$ cat src/rtl/led_pwm_blink_mmio_if.sv
// CPU memory-bus bundle for the LED conditioner's single control word.
//   memAddress   : byte address from the CPU
//   memWriteData : write data, big-endian lanes
//   memWrite     : write strobe
//   byteMask     : lane enables, [0]->[31:24] .. [3]->[7:0]
//   memReadData  : registered read data, 0 when the address is not ours
interface led_pwm_blink_mmio_if;
  logic [31:0] memAddress;
  logic [31:0] memWriteData;
  logic        memWrite;
  logic [3:0]  byteMask;
  logic [31:0] memReadData;

  modport master (output memAddress, memWriteData, memWrite, byteMask,
                  input  memReadData);
  modport slave  (input  memAddress, memWriteData, memWrite, byteMask,
                  output memReadData);
endinterface

$ cat src/rtl/led_pwm_blink_mmio.sv
// LED conditioner sitting behind the GPIO block. Each active-low request is
// dimmed by an 8-bit PWM compare and gated by a shared blink phase, then
// registered onto the board pin.
//   clk, rst_n          : clock, async active-low reset
//   bus (slave)         : CTRL word access, see led_pwm_blink_mmio_if
//   ledr_n_in/ledg_n_in : GPIO requests, 0 = on
//   ledr_n/ledg_n       : LED pins, 0 = lit
// CTRL: [7:0] DUTY_R, [15:8] DUTY_G, [23:16] BLINK_HALF, [24] PWM_EN.

// One LED channel: compare, gate and register.
module led_pwm_blink_mmio_chan (
  input  logic       clk,
  input  logic       rst_n,
  input  logic       req_n,
  input  logic       phase,
  input  logic       pwm_en,
  input  logic [7:0] duty,
  input  logic [7:0] pwm_cnt,
  output logic       led_n
);
  logic lit;
  // DUTY=0 never lights; DUTY=255 misses only pwm_cnt=255.
  assign lit = ~req_n & phase & (~pwm_en | (pwm_cnt < duty));

  always_ff @(posedge clk or negedge rst_n)
    if (!rst_n) led_n <= 1'b1;
    else        led_n <= ~lit;
endmodule

module led_pwm_blink_mmio #(
  parameter logic [31:0] BASE_MEMORY = 32'hFFFF_FFE0,
  parameter logic [31:0] TOP_MEMORY  = 32'hFFFF_FFE3,
  parameter int          PRESCALE    = 1
) (
  input  logic                 clk,
  input  logic                 rst_n,
  led_pwm_blink_mmio_if.slave  bus,
  input  logic                 ledr_n_in,
  input  logic                 ledg_n_in,
  output logic                 ledr_n,
  output logic                 ledg_n
);
  localparam int NUM_LANES = 2;
  localparam int PW        = (PRESCALE > 1) ? $clog2(PRESCALE) : 1;
  localparam logic [PW-1:0] PRE_LAST = PW'(PRESCALE - 1);

  logic [24:0]   ctrl_q;
  logic [PW-1:0] pre_cnt;
  logic [7:0]    pwm_cnt, blink_cnt;
  logic          blink_phase;
  logic          in_range, wr_en, restart, tick, period_end;
  logic [7:0]    blink_half;

  assign in_range   = (bus.memAddress >= BASE_MEMORY) && (bus.memAddress <= TOP_MEMORY);
  assign wr_en      = in_range & bus.memWrite;
  // A write touching byte lane 2 restarts the whole timebase from an ON phase.
  assign restart    = wr_en & bus.byteMask[2];
  assign tick       = (pre_cnt == PRE_LAST);
  assign period_end = tick & (pwm_cnt == 8'hFF);
  assign blink_half = ctrl_q[23:16];

  // Reserved write bits are dropped on the floor.
  logic unused_wdata;
  assign unused_wdata = &{1'b0, bus.memWriteData[31:25]};

  // CTRL register, big-endian lanes; reserved bits never stored.
  always_ff @(posedge clk or negedge rst_n)
    if (!rst_n) ctrl_q <= '0;
    else if (wr_en) begin
      if (bus.byteMask[0]) ctrl_q[24]    <= bus.memWriteData[24];
      if (bus.byteMask[1]) ctrl_q[23:16] <= bus.memWriteData[23:16];
      if (bus.byteMask[2]) ctrl_q[15:8]  <= bus.memWriteData[15:8];
      if (bus.byteMask[3]) ctrl_q[7:0]   <= bus.memWriteData[7:0];
    end

  // Read returns pre-write contents; 0 out of range so the bus can OR slaves.
  always_ff @(posedge clk or negedge rst_n)
    if (!rst_n)        bus.memReadData <= '0;
    else if (in_range) bus.memReadData <= {7'b0, ctrl_q};
    else               bus.memReadData <= '0;

  always_ff @(posedge clk or negedge rst_n)
    if (!rst_n)       pre_cnt <= '0;
    else if (restart) pre_cnt <= '0;
    else if (tick)    pre_cnt <= '0;
    else              pre_cnt <= pre_cnt + 1'b1;

  always_ff @(posedge clk or negedge rst_n)
    if (!rst_n)       pwm_cnt <= '0;
    else if (restart) pwm_cnt <= '0;
    else if (tick)    pwm_cnt <= pwm_cnt + 8'd1;

  always_ff @(posedge clk or negedge rst_n)
    if (!rst_n) begin
      blink_cnt   <= '0;
      blink_phase <= 1'b1;
    end else if (restart || blink_half == 8'd0) begin
      blink_cnt   <= '0;
      blink_phase <= 1'b1;
    end else if (period_end) begin
      if (blink_cnt == blink_half - 8'd1) begin
        blink_cnt   <= '0;
        blink_phase <= ~blink_phase;
      end else begin
        blink_cnt   <= blink_cnt + 8'd1;
      end
    end

  // Lane 0 = red, lane 1 = green.
  logic [NUM_LANES-1:0]      req_n, led_q;
  logic [NUM_LANES-1:0][7:0] duty;
  assign req_n = {ledg_n_in, ledr_n_in};
  assign duty  = {ctrl_q[15:8], ctrl_q[7:0]};

  for (genvar i = 0; i < NUM_LANES; i++) begin : g_chan
    led_pwm_blink_mmio_chan u_chan (
      .clk     (clk),
      .rst_n   (rst_n),
      .req_n   (req_n[i]),
      .phase   (blink_phase),
      .pwm_en  (ctrl_q[24]),
      .duty    (duty[i]),
      .pwm_cnt (pwm_cnt),
      .led_n   (led_q[i])
    );
  end

  assign ledr_n = led_q[0];
  assign ledg_n = led_q[1];
endmodule

$ cat src/flat_wrapper.sv
// flat-port wrapper written by rule: the top's interface ports become plain ports
module led_pwm_blink_mmio_flat 
#(
  parameter logic [31:0] BASE_MEMORY = 32'hFFFF_FFE0,
  parameter logic [31:0] TOP_MEMORY  = 32'hFFFF_FFE3,
  parameter int          PRESCALE    = 1
)
  (clk, rst_n, ledr_n_in, ledg_n_in, ledr_n, ledg_n, bus_memAddress, bus_memWriteData, bus_memWrite, bus_byteMask, bus_memReadData);
  led_pwm_blink_mmio_if bus_i ();
  input  logic clk;
  input  logic rst_n;
  input  logic ledr_n_in;
  input  logic ledg_n_in;
  output logic ledr_n;
  output logic ledg_n;
  input wire logic [$bits(bus_i.memAddress)-1:0] bus_memAddress;
  input wire logic [$bits(bus_i.memWriteData)-1:0] bus_memWriteData;
  input wire logic [$bits(bus_i.memWrite)-1:0] bus_memWrite;
  input wire logic [$bits(bus_i.byteMask)-1:0] bus_byteMask;
  output wire logic [$bits(bus_i.memReadData)-1:0] bus_memReadData;
  assign bus_i.memAddress = bus_memAddress;
  assign bus_i.memWriteData = bus_memWriteData;
  assign bus_i.memWrite = bus_memWrite;
  assign bus_i.byteMask = bus_byteMask;
  assign bus_memReadData = bus_i.memReadData;
  led_pwm_blink_mmio #(.BASE_MEMORY(BASE_MEMORY), .TOP_MEMORY(TOP_MEMORY), .PRESCALE(PRESCALE)) u_core (.clk(clk), .rst_n(rst_n), .bus(bus_i), .ledr_n_in(ledr_n_in), .ledg_n_in(ledg_n_in), .ledr_n(ledr_n), .ledg_n(ledg_n));
endmodule
$ cat config.mk
export PLATFORM = sky130hd
export DESIGN_NAME = led_pwm_blink_mmio_flat
export DESIGN_NICKNAME = d
export VERILOG_FILES = /design/src/rtl/led_pwm_blink_mmio_if.sv /design/src/rtl/led_pwm_blink_mmio.sv /design/src/flat_wrapper.sv
export SDC_FILE = /design/constraint.sdc
export NUM_CORES = 1
export LEC_CHECK = 0
export ABC_AREA = 1
export CAP_MARGIN = 10
export CORE_AREA = 5 5 102 104
export CTS_BUF_LIST = sky130_fd_sc_hd__clkbuf_4 sky130_fd_sc_hd__clkbuf_8
export DETAILED_ROUTE_END_ITERATION = 16
export DIE_AREA = 0 0 107 109
export PLACE_DENSITY_LB_ADDON = 0.1
export SLEW_MARGIN = 20
export SYNTH_ARGS = -nofsm -noshare
export SYNTH_HDL_FRONTEND = slang
export SYNTH_SLANG_ARGS = --single-unit
$ cat constraint.sdc
create_clock -name clk -period 1.8 [get_ports clk]
set_clock_uncertainty 0.15 [all_clocks]
set_input_delay 0.54 -clock clk [delete_from_list [all_inputs] [get_ports clk]]
set_output_delay 0.54 -clock clk [all_outputs]
set_load 0.01 [all_outputs]
==> results of run 1 <==
[worst min-delay path by stage]
stage	endpoint	slack (ns)
final	u_core.bus.memReadData[9]	0.06
after global routing	u_core.bus.memReadData[8]	0.09
after CTS	u_core.ctrl_q[9]	0.07
after detailed placement	u_core.ctrl_q[3]	0.31
after global placement	u_core.ctrl_q[3]	0.30
after floorplan	u_core.blink_cnt[0]	0.09
[flip-flops by register name, summed over array words and instances (netlist names)]
signal / count
u_core.bus.memReadData: 25
u_core.ctrl_q: 25
u_core.blink_cnt: 8
u_core.pwm_cnt: 8
u_core.g_chan.u_chan.led_n: 2
u_core.blink_phase: 1
[layer usage]
layer / global-route usage / vias to the layer above / share of wire
met3: 0.0491 / 8 / 0.076
met5: 0 / - / 0
met2: 0.241 / 88 / 0.44
li1: - / 1674 / -
met4: 0.0521 / 0 / 0.012
met1: 0.206 / 1472 / 0.47
[where the power goes]
part,switching (mW),internal (mW)
clock network,0.615,0.927
registers,0.000304,1.55
logic,0.0727,0.110
total,0.688,2.59
[what timing repair did]
action	in CTS	in global routing
pin swaps	35	26
buffers inserted	3	1
resized for setup	78	30
cloned	2	1
setup endpoints to repair	69	44
[area by class of cell]
cell class,count,share of cell area
sequential,69,0.332
multi-input combinational,328,0.329
inverter,59,0.0425
timing repair buffer,118,0.221
tap,114,0.0274
clock inverter,7,0.0238
clock buffer,9,0.0238
[per-stage QoR]
step / total power [mW] / utilization / TNS [ns] / hold WS, ns / area (um^2)
2_1_floorplan: 1.62 / - / 0 / 0.0944 / 3700
3_3_place_gp: 1.79 / 0.510 / -28.16 / 0.305 / 4820
3_5_place_dp: 1.79 / 0.510 / -29.50 / 0.308 / 4820
4_1_cts: 3.32 / 0.542 / -0.00512 / 0.0719 / 5130
5_1_grt: 3.41 / 0.550 / -0.782 / 0.0896 / 5210
6_report: 3.28 / 0.550 / 0 / 0.0599 / 5210
[kinds of logic after synthesis]
kind of cell    count (synthesis)  share of synthesized area
buf+inv                        77                     0.0896
compound gates                 27                     0.0368
other cells                     1                    0.00102
xor+xnor                       11                     0.0262
simple gates                  265                      0.314
fa+ha+maj                      18                     0.0613
flops                          69                      0.471
[synth_stat cells (2+ instances only)]
cell type | n | share of area
a21oi_1 | 11 | 0.015
buf_2 | 5 | 0.0068
buf_4 | 9 | 0.018
clkbuf_1 | 4 | 0.0041
dfrtp_1 | 66 | 0.45
dfstp_2 | 3 | 0.021
ha_1 | 18 | 0.061
inv_1 | 56 | 0.057
inv_2 | 3 | 0.0031
nand2_1 | 136 | 0.14
nand2_2 | 2 | 0.0034
nand3_1 | 38 | 0.052
nand3_2 | 3 | 0.0082
nand4_1 | 4 | 0.0068
nor2_1 | 61 | 0.062
nor2_2 | 6 | 0.010
nor2_4 | 3 | 0.0092
nor3_1 | 5 | 0.0068
nor3b_1 | 3 | 0.0061
o21ai_0 | 15 | 0.020
xnor2_1 | 5 | 0.012
xor2_1 | 6 | 0.014
[worst register-to-register path: cells and delay by family, from the launching register on]
kind                     cells  cell delay (ns)
buffers and inverters        2             0.12
flip-flops                   1             0.39
AND/OR/NAND/NOR             10             0.86
adder cells (fa/ha/maj)      1             0.16
[cells in the final DEF, fill, tap and decap left out, drive strengths merged, types with 3 or more instances in the layout]
master / n
nor3b: 3
nor3: 5
clkbuf: 13
buf: 28
clkinv: 3
clkdlybuf4s50: 32
ha: 18
dlygate4sd2: 46
nor2: 70
dfrtp: 66
nand2: 138
bufinv: 3
inv: 59
conb: 7
xnor2: 5
o21ai: 16
clkdlybuf4s15: 8
a21oi: 11
nand3: 42
nand4: 4
xor2: 6
dfstp: 3
==> out/qor.log, run 1 <==
INFO  yosys          synth_cell_type_count=28
INFO  place          placed_cells_incl_taps=681
INFO  timing         rsz0062_at_grt=yes
INFO  yosys          synth_edf_count=0
INFO  worst_setup_path crit_end=u_core.blink_cnt[4]
INFO  worst_setup_path crit_required=1.88ns
INFO  floorplanning  die-area=11,700um^2
INFO  clocking       clkTransAtPathRegs=0.08ns
INFO  clocking       cts.path.max_buffers=2
INFO  floorplanning  initial_utilization=0.388
INFO  place          place_hpwl=6.46mm
INFO  floorplanning  placeableCoreArea=9460um^2
INFO  cells_and_area n_fill_cell=923
INFO  grt            grt_pass1_wl=14.4mm
INFO  worst_setup_path worst-r2r-setup-slack=0.002ns
INFO  routing        drc_errors=0
INFO  clocking       cts.hold.buffers_added=0
INFO  worst_setup_path path_delay_family=simple AND/OR/NAND/NOR gates
INFO  cells_and_area layout-drive-gt1-share=0.156
INFO  floorplanning  std_cell_rows=36
INFO  worst_setup_path cp-end-kind=register
INFO  place          place_congestion=0.801
INFO  worst_setup_path worst-path-max-fanout=5
INFO  cells_and_area area_taken_by_multi_input_logic_gates=1720um^2
INFO  floorplanning  ios=107
INFO  worst_setup_path cp_launch_point=u_core.ctrl_q[16]
INFO  clocking       tritoncts=done
INFO  worst_setup_path critPathKind=register to register
INFO  clocking       h-tree-depth=3
INFO  yosys          synth.cell_area=3670um^2
INFO  worst_setup_path slowest_delay=0.39ns
INFO  worst_setup_path crit_cells=13
INFO  cells_and_area layout.cells.non_filler=704
INFO  timing         final_setup_vio_count=0
INFO  routing        drt.antenna.violating_nets=0
INFO  job            cap_viol_max_count=0
INFO  timing         period_share=0.999
INFO  power          power_density_normalized_to_cell_area=629nW/um^2
INFO  timing         max_freq=556MHz
INFO  routing        drt_wl_total=8.68mm
INFO  worst_setup_path r2r.worst_path.cells=13
INFO  floorplanning  die_height=109um
INFO  timing         report.final.hold_viol_count=0
INFO  yosys          number_of_register_bits_inferred_by_synthesis=69
INFO  yosys          asyncSetResetFlopFracSynth=1.00
INFO  clocking       clock_latency=0.34ns
INFO  yosys          syn_area_per_cell=7.85um^2
INFO  place          place_worst_setup_slack=-0.572ns
INFO  worst_setup_path cp.arrival=1.88ns
INFO  grt            global_route_usage_sum=0.155
INFO  clocking       cts_made_buffers=9
INFO  power          irDropWorstVdd=298uV
INFO  routing        drt_pass_1_iters=6
INFO  timing         final-max-slew-violation-count=0
INFO  cells_and_area flow.area_growth_from_synthesis=41.7%
INFO  worst_setup_path critPathMostFrequentCell=nand2_1
INFO  worst_setup_path worstPathCellList=inv_2, ha_4, inv_2, nand2_1, nand2_1, nand2_1, nand2_1, nor2_1, nand3_1, nor2_4, nor2_1, nand3_1, nand2_1
INFO  power          cellLeakagePower=2.82nW
INFO  grt            grt_antenna_before_repair=0
INFO  cells_and_area area_occupied_by_registers=1730um^2
INFO  cells_and_area num_antenna_cells=0
INFO  status         status=finished clean
INFO  routing        first_iter_violations=90
INFO  worst_setup_path critical_path.startpoint_type=register
INFO  worst_setup_path critPathBufInv=2
INFO  routing        routed_length_per_placed_instance=12.3um
INFO  clocking       buffer_type_at_the_clock_tree_root=clkbuf_8
INFO  cells_and_area finalNetCount=676
INFO  routing        post_drt_via_cell_ratio=4.61
INFO  worst_setup_path r2r-start=u_core.ctrl_q[16]
INFO  routing        via_count=3,242
INFO  clocking       cts.sink_count=69
INFO  place          port_buffers=90
INFO  hold_path      hold_class=primary input to async pin
INFO  floorplanning  die-width=107um
INFO  grt            globalRouteOverflowTotal=0
INFO  yosys          share_of_synthesized_area_occupied_by_flip_flops_and_latches=0.471
INFO  worst_setup_path worstReg2RegEnd=u_core.blink_cnt[4]
INFO  worst_setup_path timing.critical_path.slowest_stage_cell=dfrtp_1
INFO  yosys          yosys_warnings=0
INFO  timing         period_needed=1.80ns
INFO  yosys          ys.flop_type=dfrtp_1
INFO  grt            grt_pass1_vias=3,143
INFO  timing         setup_ws=0.00154ns
INFO  grt            grt_max_degree=70
INFO  yosys          postSynthCellCount=468
(Power assumes the default switching activity.)
==> inputs of run 2 (changes only) <==
==> constraint.sdc (replaced) <==
create_clock -name clk -period 1.8 [get_ports clk]
set_clock_uncertainty 0.15 [all_clocks]
set_input_delay 0.27 -clock clk [delete_from_list [all_inputs] [get_ports clk]]
set_output_delay 0.27 -clock clk [all_outputs]
set_load 0.01 [all_outputs]
==> run 2 against run 1 <==
Effect of this change: the flow now finishes with violations (setup timing); non-clock buffer count unchanged; worst hold slack better by 0.079 ns; first-iteration DRC count up 38%; die area unchanged; clock power down 25%; final cell count unchanged; utilization down 0.87 points; global-route usage up 0.25 points; routed wire length down 0.65%; clock-buffer cell count unchanged.
==> out/qor.log, run 2 (synthesized netlist as in run 1, its figures left out) <==
INFO  routing        first_iter_violations=124
INFO  status         status=finished with violations
INFO  clocking       cts.sink_count=69
INFO  worst_setup_path cp.arrival=1.91ns
INFO  clocking       h-tree-depth=3
INFO  grt            global_route_usage_sum=0.158
INFO  place          place_congestion=0.805
INFO  power          finalPower=2.92mW
INFO  grt            grt_antenna_before_repair=0
INFO  place          placed_cell_area=4820um^2
INFO  timing         final_setup_vio_count=4
INFO  power          power_density_normalized_to_cell_area=569nW/um^2
INFO  worst_setup_path critical_path.startpoint_type=register
INFO  floorplanning  ios=107
INFO  worst_setup_path critPathMostFrequentCell=nand2_1
INFO  worst_setup_path crit_required=1.87ns
INFO  routing        drc_errors=0
INFO  power          cellLeakagePower=2.59nW
INFO  clocking       cts.path.max_buffers=2
INFO  cells_and_area num_antenna_cells=0
INFO  worst_setup_path slowest_delay=0.40ns
INFO  clocking       cts_made_buffers=9
INFO  worst_setup_path critPathKind=register to register
INFO  cells_and_area post-route-util=0.542
INFO  timing         fin_worst_hold_slack=0.139ns
INFO  timing         setup_tns=-0.0539ns
INFO  cells_and_area finalNetCount=676
INFO  grt            grt_pass1_wl=14.8mm
INFO  routing        drt_pass_1_iters=4
INFO  floorplanning  die-width=107um
INFO  place          port_buffers=90
INFO  routing        drt.antenna.violating_nets=0
INFO  place          placed_cells_incl_taps=683
INFO  floorplanning  die_height=109um
INFO  power          irDropWorstVdd=351uV
INFO  hold_path      hold_class=primary input to async pin
INFO  floorplanning  die-area=11,700um^2
INFO  floorplanning  placeableCoreArea=9460um^2
INFO  grt            grt_max_degree=28
INFO  grt            grt_pass1_vias=3,274
INFO  timing         report.final.hold_viol_count=0
INFO  cells_and_area final_common_cell=nand2_1
INFO  clocking       clock_latency=0.35ns
INFO  place          place_worst_setup_slack=-0.321ns
INFO  grt            globalRouteOverflowTotal=0
INFO  cells_and_area layout_common_cells=134 x nand2_1, 87 x clkdlybuf4s50_1, 66 x dfrtp_1
INFO  cells_and_area final_instance_area=5120um^2
INFO  cells_and_area flow.area_growth_from_synthesis=39.5%
INFO  timing         setup_ws=-0.0415ns
INFO  worst_setup_path worstPathCellList=inv_2, ha_4, inv_1, nand2_1, nand2_1, nand2_1, nand2_1, nor2_1, nand3_1, nor2_4, nor2_1, nand3_1, nand2_1
INFO  cells_and_area layout-drive-gt1-share=0.124
INFO  worst_setup_path cp-end-kind=register
INFO  timing         period_needed=1.84ns
INFO  timing         final-max-slew-violation-count=0
INFO  routing        post_drt_via_cell_ratio=4.58
INFO  cells_and_area layout.cells.non_filler=704
INFO  cells_and_area n_fill_cell=927
INFO  timing         rsz0062_at_grt=yes
INFO  routing        routed_length_per_placed_instance=12.3um
INFO  clocking       buffer_type_at_the_clock_tree_root=clkbuf_8
INFO  routing        via_count=3,223
INFO  clocking       clkTransAtPathRegs=0.09ns
INFO  timing         max_freq=543MHz
INFO  floorplanning  initial_utilization=0.388
INFO  worst_setup_path timing.critical_path.slowest_stage_cell=dfrtp_1
INFO  job            cap_viol_max_count=0
INFO  floorplanning  std_cell_rows=36
INFO  clocking       tritoncts=done
INFO  cells_and_area biggestRegsByFlops=u_core.bus.memReadData (25), u_core.ctrl_q (25)
INFO  status         failed_checks=setup timing
INFO  timing         period_share=1.02
INFO  worst_setup_path worst-path-max-fanout=5
INFO  routing        drt_wl_total=8.62mm
INFO  place          place_hpwl=6.75mm
run 2: changes by cell type in the layout (fill, tap and decap cells not counted), sizes merged, moves of 2 or more:
cell / delta
clkdlybuf4s15: -8
buf: -2
bufinv: -3
clkinv: -2
clkbuf: -2
dlygate4sd2: -44
inv: +3
clkinvlp: +2
clkdlybuf4s50: +55
run 2: routing by layer:
| layer | vias up | GRT usage | part of all wire |
|---|---|---|---|
| met1 | 1440 | 0.210 | 0.47 |
| met2 | 99 | 0.246 | 0.44 |
| li1 | 1675 | - | - |
| met3 | 9 | 0.0485 | 0.074 |
| met4 | 0 | 0.0521 | 0.014 |
| met5 | - | 0 | 0 |
run 2: area by class of cell:
| class | instances | area, um^2 | area share |
|---|---|---|---|
| Inverter | 59 | 221 | 0.0432 |
| Timing Repair Buffer | 118 | 1180 | 0.230 |
| Clock inverter | 7 | 57.6 | 0.0112 |
| Sequential cell | 69 | 1730 | 0.338 |
| Tap cell | 114 | 143 | 0.0278 |
| Clock buffer | 9 | 124 | 0.0242 |
| Multi-Input combinational cell | 328 | 1670 | 0.326 |
run 2: final timing paths:
kind,cells after the start,from,slack [ns],end
max in group asynchronous,3,rst_n,0.75,u_core.ctrl_q[20]
worst max-delay path,13,u_core.ctrl_q[17],-0.04,u_core.blink_cnt[7]
min in group clk,2,u_core.blink_phase,0.32,u_core.blink_phase
worst min register to register,2,u_core.blink_phase,0.32,u_core.blink_phase
worst max register to register,13,u_core.ctrl_q[17],-0.04,u_core.blink_cnt[7]
worst min-delay path,2,rst_n,0.14,u_core.bus.memReadData[12]
run 2: timing repair:
| item | CTS | global route |
|---|---|---|
| setup buffers | 1 | 1 |
| setup endpoints to repair | 11 | 42 |
| cloned | 0 | 2 |
| resized for setup | 8 | 4 |
| hold buffers | 1 | 0 |
| pin swaps | 10 | 5 |
| hold endpoints to repair | 68 | 0 |
run 2: critical path: cells and delay by family, from the launching register on:
family,cells,cell delay [ns]
buf+inv,2,0.14
fa+ha+maj,1,0.16
simple gates,10,0.85
flops,1,0.40
run 2: where the power goes:
group / total (mW) / internal [mW] / switching [mW]
Clock: 1.16 / 0.516 / 0.644
Sequential: 1.55 / 1.55 / 0.000197
Combinational: 0.206 / 0.133 / 0.0732
Total: 2.92 / 2.20 / 0.717
==> patch, RTL diff (flow settings as in run 1) <==
Register the inputs `ledr_n_in` and `ledg_n_in` before use, cleared by the reset. The logic sees them one clock later. The other inputs are not delayed to match.
--- a/src/rtl/led_pwm_blink_mmio.sv
+++ b/src/rtl/led_pwm_blink_mmio.sv
@@ -43,6 +43,19 @@
   localparam int NUM_LANES = 2;
   localparam int PW        = (PRESCALE > 1) ? $clog2(PRESCALE) : 1;
   localparam logic [PW-1:0] PRE_LAST = PW'(PRESCALE - 1);
+
+  logic ledr_n_q;
+  logic ledg_n_q;
+
+  always_ff @(posedge clk or negedge rst_n) begin
+      if (!rst_n) begin
+          ledr_n_q <= '0;
+          ledg_n_q <= '0;
+      end else begin
+          ledr_n_q <= ledr_n_in;
+          ledg_n_q <= ledg_n_in;
+      end
+  end
 
   logic [24:0]   ctrl_q;
   logic [PW-1:0] pre_cnt;
@@ -109,7 +122,7 @@
   // Lane 0 = red, lane 1 = green.
   logic [NUM_LANES-1:0]      req_n, led_q;
   logic [NUM_LANES-1:0][7:0] duty;
-  assign req_n = {ledg_n_in, ledr_n_in};
+  assign req_n = {ledg_n_q, ledr_n_q};
   assign duty  = {ctrl_q[15:8], ctrl_q[7:0]};
 
   for (genvar i = 0; i < NUM_LANES; i++) begin : g_chan
Formal check against the unedited RTL: not equivalent (a bounded check fails within 4 cycles, from zero or initial values and one cycle with rst_n low).
==> patch against run 1 <==
Design area shrank 1.6%; worst setup slack worse by 0.022 ns; highest routed layer unchanged; area after synthesis down 1.3%; first-iteration DRC count up 110%; sequential cell count rose by 2; cell count shrank 3.0%; total power shrank 11%; wire length shrank 1.4%; critical endpoint is now u_core.blink_phase; synthesized cell count is 5.3% lower; the flow now finishes with violations (setup timing).
==> patch: results (changes against run 1) <==
----------------------------------------------------
[Run status]
  Outcome ... finished, violations left
  Violated checks ... setup timing

[Final layout]
  Sequential cell count ... 71 (+2.9%)
  Number of ordinary and repair buffers in the finished layout ... 114 (-3.4%)
  Number of signal-net inverters in the final layout ... 62 (+5.1%)
  Filler cell count ... 917 (-0.65%)
  Multi-input gate count ... 306 (-6.7%)
  Seq/total area ... 0.348 (+0.0152)
  Share of final-layout standard cells stronger than drive strength 1 ... 0.165 (+0.00927)

[Global routing]
  Aggregate global-route resource usage ... 0.154 (-0.00114)
  Maximum number of pins on one net before global-route repair ... 72 (+2.9%)
  Number of global-route vias before repair ... 3091 (-1.7%)
  First-pass GRT wire length ... 14100 µm (-1.9%)

[Placement]
  Final RePlAce weighted congestion ... 0.819 (+2.2%)
  Detail Placement HPWL ... 6240 µm (-3.4%)

[Power and ir drop]
  Static leakage ... 2.72 nW (-3.4%)
  Share of power burned in registers ... 0.547 (+0.073)
  Worst VDD drop ... 291 µV (-2.3%)

[Critical path]
  Launch instance of the worst register-to-register path ... u_core.pwm_cnt[1]
  Largest stage delay on the critical path ... 0.36 ns (-0.03 ns)
  Arr. time, crit path ... 1.95 ns (+0.07 ns)

[Clocking]
  Total setup buffers inserted after CTS ... 1 (-2)
  Number of gates given a new drive strength after cts ... 89 (+14%)

[Timing]
  Worst hold margin ... 0.0371 ns (-0.0227 ns)
  Setup-violating endpoint count in the final report ... 3 (+3)
  Fin worst setup slack ... -0.0207 ns (-0.0222 ns)

[Synthesis]
  Sequential element share of the synthesized area ... 0.491 (+0.0200)
  Compound-Gate Fraction of Synth Area ... 0.0497 (+0.0129)
  Ranking of synthesized cells by area ... sky130_fd_sc_hd__dfrtp_1 (47%), sky130_fd_sc_hd__nand2_1 (12%), sky130_fd_sc_hd__nor2_1 (7.5%)
  Leading post-synthesis cells by instance count ... sky130_fd_sc_hd__nand2_1 (115), sky130_fd_sc_hd__nor2_1 (72), sky130_fd_sc_hd__dfrtp_1 (68)
  XOR/XNOR share of the synthesized area ... 0.0169 (-0.00932)
  Fraction of the mapped netlist area in adder cells ... 0.0621 (+0.000804)
  Proportion of synthesized area in mux cells ... 0.0497 (+0.0497)

[Routing]
  Number of optimization iterations in the first detailed-route pass ... 4 (-2)
  Drt total wl ... 8560 µm (-1.4%)
  Via/cell ratio ... 4.65 (+0.94%)

----------------------------------------------------
## patch: changes by cell type after synthesis, sizes merged, moves of 4 or more
cell / before / now
buf: 14 / 9
nand3: 42 / 28
o21ai: 16 / 20
mux2: 0 / 16
nand2: 138 / 117
a21oi: 11 / 16
## patch: per-stage QoR
step | worst slack, ns | total power [mW] | instances
after global placement | -0.620 | 1.85 | 660
after global routing | -0.144 | 3.05 | 683
after CTS | 0.00202 | 2.95 | 678
final | -0.0207 | 2.92 | 683
after detailed placement | -0.647 | 1.85 | 660
after floorplan | 0.0190 | 1.67 | 449
## patch: worst max-delay path, delay by kind of cell (launching register included)
family	cells	cell delay (ns)
simple gates	7	0.70
flops	1	0.36
fa+ha+maj	1	0.21
compound gates	1	0.18
buf+inv	1	0.16
## patch: per-layer routing
| layer | GRT usage | share of wire |
|---|---|---|
| met2 | 0.235 | 0.46 |
| met1 | 0.203 | 0.45 |
| met5 | 0 | 0 |
| met3 | 0.0568 | 0.084 |
| met4 | 0.0521 | 0.014 |
